`src/rtl/serializer_pkg.sv`:
```
// Shared types and helpers for the buffered serializer.
package serializer_pkg;

  // Shifter states: waiting for a queued word, or driving bits of a word.
  typedef enum logic {
    IDLE  = 1'b0,
    SHIFT = 1'b1
  } ser_state_t;

  // Width of a length field able to hold every value 0..data_w.
  function automatic int len_w(input int data_w);
    return $clog2(data_w + 1);
  endfunction

endpackage

```
`src/rtl/ser_word_fifo.sv`:
```
// Small synchronous FIFO with wrap-bit pointers. Read data is combinational from the
// head entry so the consumer can pop and use the word on the same edge.
module ser_word_fifo #(
  parameter int WIDTH = 8,
  parameter int DEPTH = 4
) (
  input  logic             clk_i,
  input  logic             arst_n_i,
  input  logic             push_i,
  input  logic [WIDTH-1:0] wdata_i,
  input  logic             pop_i,
  output logic [WIDTH-1:0] rdata_o,
  output logic             full_o,
  output logic             empty_o
);

  localparam int AW = $clog2(DEPTH);

  logic [WIDTH-1:0] r_mem [DEPTH];
  logic [AW:0]      r_wr_ptr;
  logic [AW:0]      r_rd_ptr;
  logic             w_do_push;
  logic             w_do_pop;

  // Same index with different wrap bits means every slot is occupied.
  assign full_o    = (r_wr_ptr[AW] != r_rd_ptr[AW]) && (r_wr_ptr[AW-1:0] == r_rd_ptr[AW-1:0]);
  assign empty_o   = (r_wr_ptr == r_rd_ptr);
  assign w_do_push = push_i && !full_o;
  assign w_do_pop  = pop_i && !empty_o;
  assign rdata_o   = r_mem[r_rd_ptr[AW-1:0]];

  // Storage array: written on push, never reset (contents are qualified by the pointers).
  always_ff @(posedge clk_i) begin
    if (w_do_push) begin
      r_mem[r_wr_ptr[AW-1:0]] <= wdata_i;
    end
  end

  // Pointer update; push and pop may happen together, leaving the count unchanged.
  always_ff @(posedge clk_i or negedge arst_n_i) begin
    if (!arst_n_i) begin
      r_wr_ptr <= '0;
      r_rd_ptr <= '0;
    end else begin
      if (w_do_push) r_wr_ptr <= r_wr_ptr + 1'b1;
      if (w_do_pop)  r_rd_ptr <= r_rd_ptr + 1'b1;
    end
  end

endmodule

```
`src/rtl/serializer_buffered.sv`:
```
// Buffered parallel-to-serial converter: words arrive over valid/ready, wait in a FIFO,
// and leave as a contiguous 1-bit stream of their first L bits.
module serializer_buffered
  import serializer_pkg::*;
#(
  parameter int DATA_W     = 16,
  parameter int FIFO_DEPTH = 4,
  parameter int MIN_BITS   = 3,
  parameter bit MSB_FIRST  = 1'b1,
  localparam int MOD_W     = $clog2(DATA_W)
) (
  input  logic              clk_i,
  input  logic              arst_n_i,
  input  logic [DATA_W-1:0] data_i,
  input  logic [MOD_W-1:0]  data_mod_i,
  input  logic              data_val_i,
  output logic              data_ready_o,
  output logic              ser_data_o,
  output logic              ser_data_val_o,
  output logic              busy_o
);

  localparam int LEN_W = len_w(DATA_W);

  typedef struct packed {
    logic [DATA_W-1:0] data;
    logic [LEN_W-1:0]  len;
  } ser_entry_t;

  logic [1:0]        r_rst_sync;
  logic              w_rst_n;
  ser_state_t        r_state;
  logic [DATA_W-1:0] r_shift;
  logic [LEN_W-1:0]  r_cnt;
  logic              r_ser_data;
  logic              r_ser_val;
  logic              r_busy;

  logic [LEN_W-1:0]  w_len;
  logic              w_drop;
  logic              w_push;
  logic              w_pop;
  logic              w_full;
  logic              w_empty;
  ser_entry_t        w_wr_entry;
  ser_entry_t        w_rd_entry;
  logic              w_out_bit;
  logic [DATA_W-1:0] w_shift_next;

  // Reset asserts immediately and releases two edges after arst_n_i rises.
  always_ff @(posedge clk_i or negedge arst_n_i) begin
    if (!arst_n_i) r_rst_sync <= 2'b00;
    else           r_rst_sync <= {r_rst_sync[0], 1'b1};
  end
  assign w_rst_n = r_rst_sync[1];

  // A modifier of 0 selects the full word; too-short words are accepted then discarded.
  assign w_len        = (data_mod_i == '0) ? LEN_W'(DATA_W) : LEN_W'(data_mod_i);
  assign w_drop       = (w_len < LEN_W'(MIN_BITS));
  assign data_ready_o = w_rst_n && !w_full;
  assign w_push       = data_val_i && data_ready_o && !w_drop;
  assign w_wr_entry   = '{data: data_i, len: w_len};

  // Pop when idle, or on the last bit of the current word for a gapless hand-over.
  assign w_pop = !w_empty && ((r_state == IDLE) || (r_cnt == LEN_W'(1)));

  ser_word_fifo #(
    .WIDTH ($bits(ser_entry_t)),
    .DEPTH (FIFO_DEPTH)
  ) u_fifo (
    .clk_i    (clk_i),
    .arst_n_i (w_rst_n),
    .push_i   (w_push),
    .wdata_i  (w_wr_entry),
    .pop_i    (w_pop),
    .rdata_o  (w_rd_entry),
    .full_o   (w_full),
    .empty_o  (w_empty)
  );

  generate
    if (MSB_FIRST) begin : g_msb_first
      assign w_out_bit    = r_shift[DATA_W-1];
      assign w_shift_next = {r_shift[DATA_W-2:0], 1'b0};
    end else begin : g_lsb_first
      assign w_out_bit    = r_shift[0];
      assign w_shift_next = {1'b0, r_shift[DATA_W-1:1]};
    end
  endgenerate

  // Shifter FSM with registered serial outputs and busy flag.
  always_ff @(posedge clk_i or negedge w_rst_n) begin
    if (!w_rst_n) begin
      r_state    <= IDLE;
      r_shift    <= '0;
      r_cnt      <= '0;
      r_ser_data <= 1'b0;
      r_ser_val  <= 1'b0;
      r_busy     <= 1'b0;
    end else begin
      r_busy     <= (r_state == SHIFT) || !w_empty;
      r_ser_data <= 1'b0;
      r_ser_val  <= 1'b0;
      case (r_state)
        IDLE: begin
          if (w_pop) begin
            r_shift <= w_rd_entry.data;
            r_cnt   <= w_rd_entry.len;
            r_state <= SHIFT;
          end
        end
        SHIFT: begin
          r_ser_data <= w_out_bit;
          r_ser_val  <= 1'b1;
          if (r_cnt == LEN_W'(1)) begin
            if (w_pop) begin
              r_shift <= w_rd_entry.data;
              r_cnt   <= w_rd_entry.len;
            end else begin
              r_cnt   <= '0;
              r_state <= IDLE;
            end
          end else begin
            r_shift <= w_shift_next;
            r_cnt   <= r_cnt - 1'b1;
          end
        end
        default: r_state <= IDLE;
      endcase
    end
  end

  assign ser_data_o     = r_ser_data;
  assign ser_data_val_o = r_ser_val;
  assign busy_o         = r_busy;

endmodule

```
`config.mk`:
```
export PLATFORM = sky130hd
export DESIGN_NAME = serializer_buffered
export DESIGN_NICKNAME = d
export VERILOG_FILES = /design/src/rtl/serializer_pkg.sv /design/src/rtl/ser_word_fifo.sv /design/src/rtl/serializer_buffered.sv
export SDC_FILE = /design/constraint.sdc
export NUM_CORES = 1
export LEC_CHECK = 0
export CAP_MARGIN = 10
export CORE_ASPECT_RATIO = 2
export CORE_MARGIN = 5
export CORE_UTILIZATION = 53
export CTS_BUF_LIST = sky130_fd_sc_hd__clkbuf_16
export CTS_CLUSTER_DIAMETER = 40
export DETAILED_ROUTE_END_ITERATION = 16
export MAX_ROUTING_LAYER = met4
export PLACE_DENSITY = 0.72
export SKIP_CTS_REPAIR_TIMING = 1
export SLEW_MARGIN = 40
export SYNTH_ARGS = -nofsm -noshare
export SYNTH_HDL_FRONTEND = slang
export SYNTH_HIERARCHICAL = 1
export SYNTH_SLANG_ARGS = --single-unit
```
`constraint.sdc`:
```
create_clock -name clk_i -period 1.7 [get_ports clk_i]
set_clock_uncertainty 0.05 [all_clocks]
set_input_delay 0.34 -clock clk_i [delete_from_list [all_inputs] [get_ports clk_i]]
set_output_delay 0.34 -clock clk_i [all_outputs]
set_load 0.1 [all_outputs]
```
======== Word level (Yosys, flattened, before mapping) ========
Memory sizes are Yosys's and may differ from the RTL's.
Cells that the tools add are included.
cells by class
  bitwise logic cells ..................... 1
  divide/modulo/power cells ............... 0
  reductions and logical operators ........ 13
  multiplexer cells ....................... 15
  eq/ne operators ......................... 5
  shift operators ......................... 0
  $lt $le $gt $ge ......................... 1
  add/subtract/negate cells ............... 3
  multipliers ............................. 0
operators by type and width
  cell                                                    number
  2-to-1 mux 16 bit                                       2
  one-hot mux 16 bit (2 select lines)                     1
  2-to-1 mux 5 bit                                        4
  one-hot mux 5 bit (2 select lines)                      1
  logical AND 1 bit                                       7
  adder 3 x 1 -> 3 bit (second input constant)            2
  2-to-1 mux 1 bit                                        6
  == test 5 x 1 -> 1 bit (second input constant)          1
  < comparator 5 x 2 -> 1 bit (second input constant)     1
  subtractor 5 x 1 -> 5 bit (second input constant)       1
  zero test 4 bit                                         1
  == test 3 bit                                           1
  zero test 1 bit                                         3
  == test 2 bit                                           1
  logical OR 1 bit                                        2
  inequality test 2 x 1 -> 1 bit (second input constant)  1
  one-hot mux 1 bit (2 select lines)                      1
  inequality test 1 bit                                   1
  inverter 1 bit                                          1
storage, ports and cells
  register bits after elaboration ......... 33
  logic and storage cells ................. 48
  RAM bits ................................ 84
  memories ................................ 1
  bits in read-only memories .............. 0
  latch bits .............................. 0
  input port bits ......................... 23
  output and inout port bits .............. 4
memory list
  memory        depth  width  rd ports  clocked after memory_dff  wr ports  RTL line             text
  u_fifo.r_mem  4      21     1         0                         1         ser_word_fifo.sv:19  logic [WIDTH-1:0] r_mem [DEPTH];

======== Logic depth before layout (Yosys ltp) ========
  word-level depth ........................ 9
  depth in mapped cells ................... 9
  mapped depth without buffers ............ 8

======== Cells and area by module ========
The synthesis kept the hierarchy.
modules (own cells, without submodules)
  module               cells each  instances  area an instance (µm²)  sequential area each (µm²)
  ser_word_fifo        159         1          3,549.7                 2,672.6
  serializer_buffered  132         1          1,312.5                 675.6

======== Worst setup path after synthesis ========
No wires, ideal clock.
  path kind ............................... register to register
  from .................................... register r_rst_sync[1]
  to ...................................... memory u_fifo/r_mem[3][0] (netlist bit) (enable)
  library setup time ...................... 390 ps
  buffers on the path ..................... 0
  arrival ................................. 3,762 ps
  setup slack ............................. -2,502 ps
  stages on the path, launching flop included .. 5
  data required time ...................... 1,260 ps
  clock period less this slack ............ 4,202 ps
  path through ............................ dfrtp_1 -> nor2b_1 -> o311a_1 -> nand2_1 -> a31oi_2
on the way
  word-level cells in the longest chain between the ends .. 6
RTL lines
  what                                    RTL line                   text
  start, declared                         serializer_buffered.sv:30  logic [1:0] r_rst_sync;
  start signal, assigned                  serializer_buffered.sv:53  else r_rst_sync <= {r_rst_sync[0], 1'b1};
  logical AND 1 bit                       serializer_buffered.sv:60  assign data_ready_o = w_rst_n && !w_full;
  net data_ready_o                        serializer_buffered.sv:17  output logic data_ready_o,
  logical AND 1 bit (2 in a row)          serializer_buffered.sv:61  assign w_push = data_val_i && data_ready_o && !w_drop;
  net w_push                              serializer_buffered.sv:41  logic w_push;
  logical AND 1 bit                       ser_word_fifo.sv:28        assign w_do_push = push_i && !full_o;
  2-to-1 mux 1 bit                        ser_word_fifo.sv:34        if (w_do_push) begin
  2-to-1 mux 1 bit (not written as such)  ser_word_fifo.sv:35        r_mem[r_wr_ptr[AW-1:0]] <= wdata_i;
  end, declared                           ser_word_fifo.sv:19
The timed path passes the listed nets, and every way through them passes these cells.

======== Worst setup path in the final report ========
  from .................................... register r_cnt[1]
  to ...................................... register u_fifo.r_rd_ptr[1]
on the way
  word-level cells in the longest chain between the ends .. 4
RTL lines
  what                    RTL line                    text
  start, declared         serializer_buffered.sv:34   logic [LEN_W-1:0] r_cnt;
  start signal, assigned  serializer_buffered.sv:108  r_cnt <= w_rd_entry.len;
  start signal, assigned  serializer_buffered.sv:118  r_cnt <= w_rd_entry.len;
  start signal, assigned  serializer_buffered.sv:125  r_cnt <= r_cnt - 1'b1;
  == test 5 x 1 -> 1 bit  serializer_buffered.sv:65   assign w_pop = !w_empty && ((r_state == IDLE) || (r_cnt == LEN_W'(1)));
  logical OR 1 bit        serializer_buffered.sv:65
  logical AND 1 bit       serializer_buffered.sv:65
  net w_pop               serializer_buffered.sv:42   logic w_pop;
  logical AND 1 bit       ser_word_fifo.sv:29         assign w_do_pop = pop_i && !empty_o;
  end signal, assigned    ser_word_fifo.sv:46         if (w_do_pop) r_rd_ptr <= r_rd_ptr + 1'b1;
  end, declared           ser_word_fifo.sv:21         logic [AW:0] r_rd_ptr;
The timed path passes the listed nets, and every way through them passes these cells.
A chain may end at the register's enable or synchronous reset.

==> metrics.txt <==
status finished with violations; failing checks negative setup slack; Rows 49; R2R Setup Slk -0.29 ns; CTS tree yes; final std cell area, no fill 6600 um2; nature of the critical path endpoint flip-flop; CTS Buf Count 17; Initial Util 53.9%; Hold WC Path Type in2async; cell area after synthesis 4860 um2; clock slew at reported path FFs 0.06 ns; FF-to-FF End u_fifo/r_rd_ptr[1]; Crit Path Max Fanout 5; Setup crit start r_cnt[1]; final std cells w/o fill 497; Final WS setup -0.289 ns; Tcrit/Tclk final 117%; Post-synth EDFFs 84; Yosys warning total 6; drt via density 5.62; Setup Viol. Count Final 111; Area after DPL 5710 um2; boundary pin count 27; Hold Vio Cnt, Final 0; Antenna Cells 0; Post-Route WL 9940 um; Slowest cell on crit path or4b_4; Synth async-reset ratio 28.2%; Placed Instances 446; Root Driver clkbuf_16; Clk Latency, worst-skew pair 0.41 ns; syn nets 321; share of cells above drive strength 1 40.5%; total power 12.5 mW; Post-route DRC 0; global-route wire length before repair 15300 um; routed vias 2791; core footprint 9010 um2; Synth Flop Type edfxtp_1; Slew Limit Fails 0; reg2reg path depth 7; maximum VDD drop 1.37 mV; Reg2Reg Launch Point r_cnt[1]; RSZ-0062 raised after global routing true; drt first pass iters 4; initial drt markers 132; Critical path destination u_fifo/r_rd_ptr[1]; fin util 73.2%; register bit total from synthesis 117; initial antenna violation count 0; maximum clock frequency 0.503 GHz; Critical Path Source Type flip-flop; slowest stage delay, CP 0.46 ns; die width 77.7 um; ANT nets after route 0; sequential area share after synthesis 68.9%; fin crit period 1.99 ns; vias in the first global route 2966; Longest Clk Path Bufs 2; largest net degree at the start of global routing 32; GPL Wtd Cong 0.835; Synth Instances 291; Pleak 2.49 nW; synth unique cells 41; dpl hpwl 6500 um; clk sinks 117; crit-path cells inv_2 -> ha_4 -> or4b_4 -> and2_4 -> nor2_4 -> a21oi_1 -> a211oi_2; Final #Nets 412; CP arrival 2.23 ns; synthesis-to-layout area growth 35.7%; Worst EP required 1.95 ns; WL/cell 20.0 um; Die Footprint 11300 um2; max-cap violations 0; GRT Util Overall 18.9%; Power per Cell Area 1890 nW/um2; H-tree levels 4; GRT overflow 0; critical path class reg2reg; syn avg cell area 16.7 um2; port bufs 26; die height 145 um
-- critical path, delay by kind of cell, from the launching register on --
kind / cells / cell delay (ns)
compound gates: 2 / 0.36
fa+ha+maj: 1 / 0.14
buf+inv: 1 / 0.09
flops: 1 / 0.40
simple gates: 3 / 0.83
-- power by group --
group          internal [mW]  total, mW  switching [mW]  leakage (nW)
logic                   2.79       5.27            2.47          1.05
clock network           2.04       3.36            1.32         0.268
registers               3.58       3.86           0.274          1.17
-- through the flow --
stage / TNS (ns) / setup WS [ns] / hold WS, ns
finish: -20.33 / -0.289 / 0.0440
global placement: -41.69 / -0.469 / 0.282
floorplan: -72.22 / -0.944 / -0.00559
CTS: -30.76 / -0.384 / 0.0363
global route: -27.90 / -0.360 / 0.0354
detailed placement: -42.92 / -0.509 / 0.294
-- sequential cells by signal (all words and copies together) (netlist names) --
signal           cells
busy_o               1
r_cnt                5
r_rst_sync           2
r_shift             16
r_state              1
ser_data_o           1
ser_data_val_o       1
u_fifo/r_mem        84
u_fifo/r_rd_ptr      3
u_fifo/r_wr_ptr      3
-- logic make-up after synthesis --
| logic type | after synthesis | synth area share [%] |
|---|---|---|
| AO/OA/AOI/OAI | 43 | 5.92 |
| XOR/XNOR | 10 | 2.26 |
| adder cells (fa/ha/maj) | 7 | 1.80 |
| buffers and inverters | 27 | 2.75 |
| flip-flops | 117 | 68.9 |
| multiplexers | 40 | 13.6 |
| other | 1 | 0.0771 |
| AND/OR/NAND/NOR | 46 | 4.68 |
-- per-layer routing --
layer	vias up	wire length [um]	global-route usage (%)
li1	1289	-	-
met1	1415	3500	18.4
met3	25	348	5.20
met5	-	0	-
met4	0	353	9.72
met2	62	5740	33.0
-- cells in the mapped netlist (5+ instances only) --
cell type / count / area [um2]
xnor2_1: 5 / 43.8
a21oi_1: 9 / 45.0
nor2_1: 7 / 26.3
buf_2: 5 / 25.0
clkbuf_1: 7 / 26.3
o21ai_0: 17 / 85.1
ha_1: 7 / 87.6
inv_1: 10 / 37.5
nand2_1: 23 / 86.3
mux4_2: 21 / 473
dfrtp_1: 33 / 826
edfxtp_1: 84 / 2520
mux2i_1: 19 / 190
-- how the worst min path moves through the flow --
stage	from	end	slack [ns]	cells after the start
2_1_floorplan	arst_n_i	r_rst_sync[0]	-0.006	0
3_3_place_gp	r_rst_sync[0]	r_rst_sync[1]	0.28	0
3_5_place_dp	r_rst_sync[0]	r_rst_sync[1]	0.29	0
4_1_cts	arst_n_i	r_rst_sync[1]	0.04	1
5_1_grt	arst_n_i	r_rst_sync[0]	0.04	1
6_report	arst_n_i	r_rst_sync[1]	0.04	1
-- placed cells by master, fill, tap and decap left out, drive strengths merged --
cell / instances
a21oi: 9
buf: 65
o311a: 1
clkinvlp: 4
a221o: 1
ha: 7
nand2b: 2
clkbuf: 19
or4b: 1
o221ai: 1
mux4: 21
conb: 1
bufinv: 1
o22ai: 2
xor2: 4
o21ai: 19
o31ai: 5
a21boi: 1
nand2: 23
xnor2: 6
clkinv: 4
and3: 4
a41oi: 1
clkdlybuf4s50: 22
edfxtp: 84
nor3: 3
dfrtp: 33
a31oi: 1
a211oi: 2
nor2b: 2
nand3: 1
mux2i: 19
and2: 2
nor2: 7
nor4: 1
inv: 16
-- final cells by class --
class	instances	area, um2
Clock buffer	17	425
Sequential cell	117	3360
Tap cell	102	128
Multi-Input combinational cell	147	1550
Inverter	10	37.5
Clock inverter	15	148
Timing Repair Buffer	89	950
Fill cell	525	2410
Note: power is estimated with default switching activity, not from simulation.
